## src/rtl/div_arbiter.sv

```systemverilog
// div_arbiter: round-robin sharing of one serial divider between NUM_REQ requesters.
// Define DIVARB_ZERO_BYPASS_EN to answer divide-by-zero locally without using the divider.
module div_arbiter #(
  parameter int unsigned NUM_REQ       = 2,
  parameter int unsigned WIDTH         = 64,
  parameter int unsigned TRANS_ID_BITS = 3
) (
  input  logic                             clk_i,
  input  logic                             rst_ni,
  input  logic                             flush_i,
  input  logic [NUM_REQ-1:0]               req_vld_i,
  output logic [NUM_REQ-1:0]               req_rdy_o,
  input  logic [NUM_REQ*TRANS_ID_BITS-1:0] req_id_i,
  input  logic [NUM_REQ*2-1:0]             req_opcode_i,
  input  logic [NUM_REQ*WIDTH-1:0]         req_op_a_i,
  input  logic [NUM_REQ*WIDTH-1:0]         req_op_b_i,
  output logic [NUM_REQ-1:0]               resp_vld_o,
  input  logic [NUM_REQ-1:0]               resp_rdy_i,
  output logic [TRANS_ID_BITS-1:0]         resp_id_o,
  output logic [WIDTH-1:0]                 resp_res_o,
  output logic                             div_in_vld_o,
  input  logic                             div_in_rdy_i,
  output logic [TRANS_ID_BITS-1:0]         div_id_o,
  output logic [1:0]                       div_opcode_o,
  output logic [WIDTH-1:0]                 div_op_a_o,
  output logic [WIDTH-1:0]                 div_op_b_o,
  output logic                             div_flush_o,
  input  logic                             div_out_vld_i,
  output logic                             div_out_rdy_o,
  input  logic [TRANS_ID_BITS-1:0]         div_id_i,
  input  logic [WIDTH-1:0]                 div_res_i,
  output logic                             busy_o
);

  localparam int unsigned PTR_W = $clog2(NUM_REQ);
  localparam int unsigned OPC_W = 2;

  typedef struct packed {
    logic [TRANS_ID_BITS-1:0] id;
    logic [OPC_W-1:0]         opcode;
    logic [WIDTH-1:0]         op_a;
    logic [WIDTH-1:0]         op_b;
  } op_t;

`ifdef DIVARB_ZERO_BYPASS_EN
  typedef enum logic [1:0] {IDLE = 2'd0, ISSUE = 2'd1, WAIT = 2'd2, BYPASS = 2'd3} state_e;
`else
  typedef enum logic [1:0] {IDLE = 2'd0, ISSUE = 2'd1, WAIT = 2'd2} state_e;
`endif

  state_e           state_q, state_d;
  logic [PTR_W-1:0] ptr_q, ptr_d;
  logic [PTR_W-1:0] owner_q, owner_d;
  op_t              op_q, op_d;

  op_t              req_ops [NUM_REQ];
  logic             grant_found;
  logic [PTR_W-1:0] grant_idx;
  logic [PTR_W-1:0] ptr_next;

  // Unpack the flat request buses into one payload per requester.
  for (genvar k = 0; k < NUM_REQ; k++) begin : g_unpack
    assign req_ops[k] = {req_id_i[k*TRANS_ID_BITS +: TRANS_ID_BITS],
                         req_opcode_i[k*OPC_W +: OPC_W],
                         req_op_a_i[k*WIDTH +: WIDTH],
                         req_op_b_i[k*WIDTH +: WIDTH]};
  end

  // First valid requester at or after the pointer, wrapping.
  always_comb begin : rr_pick
    logic [31:0] cand;
    cand        = '0;
    grant_found = 1'b0;
    grant_idx   = '0;
    for (int unsigned i = 0; i < NUM_REQ; i++) begin
      cand = (32'(ptr_q) + i) % NUM_REQ;
      if (!grant_found && req_vld_i[cand[PTR_W-1:0]]) begin
        grant_found = 1'b1;
        grant_idx   = cand[PTR_W-1:0];
      end
    end
    ptr_next = (grant_idx == PTR_W'(NUM_REQ - 1)) ? '0 : grant_idx + 1'b1;
  end

  always_comb begin : fsm_comb
    state_d       = state_q;
    ptr_d         = ptr_q;
    owner_d       = owner_q;
    op_d          = op_q;
    req_rdy_o     = '0;
    resp_vld_o    = '0;
    resp_id_o     = '0;
    resp_res_o    = '0;
    div_in_vld_o  = 1'b0;
    div_out_rdy_o = 1'b0;

    case (state_q)
      IDLE: begin
        if (!flush_i && div_in_rdy_i && grant_found) begin
          req_rdy_o[grant_idx] = 1'b1;
          op_d                 = req_ops[grant_idx];
          owner_d              = grant_idx;
          ptr_d                = ptr_next;
          state_d              = ISSUE;
`ifdef DIVARB_ZERO_BYPASS_EN
          if (req_ops[grant_idx].op_b == '0) state_d = BYPASS;
`endif
        end
      end
      ISSUE: begin
        div_in_vld_o = !flush_i;
        state_d      = WAIT;
      end
      WAIT: begin
        resp_id_o  = div_id_i;
        resp_res_o = div_res_i;
        if (!flush_i) begin
          resp_vld_o[owner_q] = div_out_vld_i;
          div_out_rdy_o       = resp_rdy_i[owner_q];
          if (div_out_vld_i && resp_rdy_i[owner_q]) state_d = IDLE;
        end
      end
`ifdef DIVARB_ZERO_BYPASS_EN
      BYPASS: begin
        // Divide-by-zero: quotient is all ones, remainder is the dividend.
        resp_id_o  = op_q.id;
        resp_res_o = op_q.opcode[1] ? op_q.op_a : {WIDTH{1'b1}};
        if (!flush_i) begin
          resp_vld_o[owner_q] = 1'b1;
          if (resp_rdy_i[owner_q]) state_d = IDLE;
        end
      end
`endif
      default: state_d = IDLE;
    endcase

    if (flush_i) begin
      state_d = IDLE;
      owner_d = '0;
    end
  end

  always_ff @(posedge clk_i) begin : state_reg
    if (!rst_ni) begin
      state_q <= IDLE;
      ptr_q   <= '0;
      owner_q <= '0;
      op_q    <= '0;
    end else begin
      state_q <= state_d;
      ptr_q   <= ptr_d;
      owner_q <= owner_d;
      op_q    <= op_d;
    end
  end

  assign div_id_o     = op_q.id;
  assign div_opcode_o = op_q.opcode;
  assign div_op_a_o   = op_q.op_a;
  assign div_op_b_o   = op_q.op_b;
  assign div_flush_o  = flush_i;
  assign busy_o       = (state_q != IDLE);

`ifndef SYNTHESIS
  // The divider must hand back the id it was issued; the result is forwarded regardless.
  always_ff @(posedge clk_i) begin : id_guard
    if (rst_ni && state_q == WAIT && div_out_vld_i && !flush_i) begin
      id_match: assert (div_id_i == op_q.id)
        else $error("div_arbiter: divider returned id %0d, issued id %0d", div_id_i, op_q.id);
    end
  end
`endif

endmodule

```

## config.mk

```make
export PLATFORM = sky130hd
export DESIGN_NAME = div_arbiter
export DESIGN_NICKNAME = d
export VERILOG_FILES = /design/src/rtl/div_arbiter.sv
export SDC_FILE = /design/constraint.sdc
export NUM_CORES = 1
export LEC_CHECK = 0
export BUFFER_PORTS_ARGS = -buffer_cell sky130_fd_sc_hd__buf_2
export CELL_PAD_IN_SITES_DETAIL_PLACEMENT = 0
export CELL_PAD_IN_SITES_GLOBAL_PLACEMENT = 1
export CORE_AREA = 2 2 213 215
export CTS_CLUSTER_SIZE = 40
export DETAILED_ROUTE_END_ITERATION = 8
export DIE_AREA = 0 0 215 217
export HOLD_SLACK_MARGIN = 0.12
export PLACE_DENSITY = 0.59
export SYNTH_ARGS = -nofsm -noshare
export SYNTH_HDL_FRONTEND = slang
export SYNTH_SLANG_ARGS = --single-unit
```

## constraint.sdc

```tcl
create_clock -name clk_i -period 2.7 [get_ports clk_i]
set_clock_uncertainty 0.15 [all_clocks]
set_input_delay 0.27 -clock clk_i [delete_from_list [all_inputs] [get_ports clk_i]]
set_output_delay 0.27 -clock clk_i [all_outputs]
set_load 0.03 [all_outputs]
```

==> reports/qor.txt <==
Status -> finished, violations left
Violated checks -> negative setup slack
RSZ-0062 raised after global routing -> yes
PortBufs -> 549
Vias per cell -> 4.624
Total die area -> 46660 sq um
CTS Buffer Depth -> 2
Initial Util -> 17.21%
DRT Pass-1 Iters -> 5
Hold Vio Cnt, Final -> 0
Skew-Pair Late Insertion Delay -> 460 ps
Vias -> 10377
Netlist cell types -> 26
Vias in the first global route -> 10166
Antenna violations before repair -> 3
Fin util -> 32.43%
Avg Cell Area, Syn -> 8.635 sq um
YS warnings -> 0
Core Region -> 44700 sq um
Clk pin slew, worst setup/hold paths -> 60 ps
Worst-path cell chain -> or4b_4, buf_12, a2111oi_1, a221o_1, dlygate4sd3_1
Fin Setup TNS -> -0.2887 ps
Peak supply drop -> 327.6 uV
Htree depth -> 4
CP top delay family -> buffers and inverters
Reg area -> 2746 sq um
DP Worst Slack -> 408.4 ps
Min-Delay Path Class -> primary input to flip-flop
Share of layout cells above drive strength 1 -> 38.09%
Area Growth Syn to Fin -> 88.44%
Gate Count Post-Synth -> 891
Worst hold margin -> 176.6 ps
DRT antenna net count -> 0
CTS tree -> yes
PwrDens -> 427.8 nW/um^2
Slew HR -> 57.57%
Placed insts -> 1940
Worst R2R Setup Slack -> -0.3 ps
# setup viols final -> 1
Fillers -> 4791
Max_cap viols -> 0
Wirelength per Cell -> 17.76 um
Final nets -> 1971
First-pass GRT wire length -> 58650 um
Clk sinks -> 137
Pin count of the biggest net entering global routing -> 77
Die Width -> 215 um
Setup CP Type -> flip-flop to flip-flop
I/O pin total -> 550
Final Slew Violations -> 0
Fin worst setup slack -> -0.2887 ps
Startpoint types -> flip-flop
DP Wirelength -> 25850 um
Worst Path Max Fanout -> 49
Achievable clock frequency -> 370.3 MHz
Leading cell type in the layout, fill and taps excluded -> buf_2
GP Congestion -> 0.8822
Worst Path Required -> 2960 ps
CTS Buf Count -> 17
Post-synthesis sequential area ratio -> 35.65%
Cell area after synthesis -> 7694 sq um
Row count -> 78
Flops & latches, synth -> 137
Worst EP arrival -> 2960 ps
Final worst path period share -> 100.0%
Critical-path top delay cell -> or4b_4
Final std cells w/o fill -> 2244
CP max stage delay -> 680 ps
DRC -> 0
Commonest cells after routing, fill and taps aside -> buf_2, dlygate4sd3_1, and2_1
Starting DRT DRC Count -> 734
Gr usage total -> 15.97%
Final WL -> 39840 um
Leakage power total -> 6.810 nW
GRT overflow -> 0
Clk root buf -> clkbuf_16
Crit path buffers/inverters -> 2
Critical path endpoint category -> flip-flop
Synth Net Count -> 1233
Die height -> 217 um
Min cycle time layout -> 2700 ps
Area occupied by multi-input gates -> 4551 sq um
Tightest Pin Transition -> 636.5 ps
==> routing by layer <==
layer	vias to the layer above	part of all wire, %	track usage [%]
met1	5030	43	20.29
met3	61	6.9	4.305
met4	2	2.7	7.195
met5	-	0.033	0
met2	393	47	25.31
li1	4891	-	-
==> worst min-delay path: stages <==
cell and delay [ps]:
buf_2 110, nand2_1 50, a2111oi_0 60, a221o_1 260
==> path summary, 6_finish.rpt <==
path,to,start,depth (start not counted)
setup / recovery,div_op_b_o[40],state_q[1],5
hold / removal,div_op_a_o[23],req_op_a_i[23],4
hold reg to reg,div_op_b_o[11],div_op_b_o[11],2
setup reg to reg,div_op_b_o[40],state_q[1],5
==> synthesized netlist by cell type, drive strengths merged <==
library cell | n | area (sq um)
and2 | 201 | 1257
dfxtp | 137 | 2743
a2111oi | 133 | 1165
a221o | 133 | 1331
nand2 | 133 | 499.2
clkbuf | 112 | 420.4
buf | 14 | 112.6
inv | 4 | 15.01
a21oi | 3 | 15.01
nand2b | 3 | 18.77
nor2 | 3 | 11.26
o21ai | 3 | 15.01
nor4 | 2 | 12.51
and4 | 1 | 8.760
mux2i | 1 | 10.01
nand3 | 1 | 5.000
nor2b | 1 | 6.260
nor3 | 1 | 5.000
nor4b | 1 | 8.760
o211a | 1 | 10.01
or2 | 1 | 6.260
or2b | 1 | 7.510
or4b | 1 | 10.01
==> power by group <==
group          leakage [nW]  internal (mW)  total (mW)  switching (mW)
Combinational          5.40          0.705        1.51           0.800
Sequential             1.12           2.13        2.19          0.0571
Clock                 0.290           1.50        2.51            1.01
Total                  6.81           4.33        6.20            1.87
==> area by class of cell <==
| cell class | instances | share of cell area, % |
|---|---|---|
| clock inverter | 10 | 0.9839 |
| antenna | 3 | 0.05178 |
| tap | 600 | 5.178 |
| timing repair buffer | 843 | 40.17 |
| multi-input combinational | 626 | 31.39 |
| inverter | 4 | 0.1122 |
| clock buffer | 21 | 3.176 |
| sequential | 137 | 18.94 |
==> registers in the layout, summed over array words and instances (netlist names) <==
signal,count
state_q,2
div_op_b_o,64
div_op_a_o,64
owner_q,1
ptr_q,1
div_opcode_o,2
div_id_o,3
==> stage by stage <==
stage,power (mW),area (sq um)
finish,6.202,14500
global route,6.465,14490
CTS,6.290,14340
detailed placement,3.391,11060
global placement,3.394,11060
floorplan,2.841,7694
==> cells by family (layout without fill, tap and decap cells) <==
kind of cell	Yosys count	in the layout	synth area share (%)
buf+inv	130	878	7.123
other cells	0	3	0
simple gates	350	352	24.13
flops	137	137	35.65
mux	1	1	0.1301
compound gates	273	273	32.96
==> timing repair <==
action | in CTS | in global routing
hold buffers | 268 | 0
resized for setup | 0 | 50
setup buffers | 0 | 0
endpoints found under the setup margin | 0 | 56
hold endpoints to repair | 137 | 0
No activity file was read; power rests on OpenSTA's default activity.
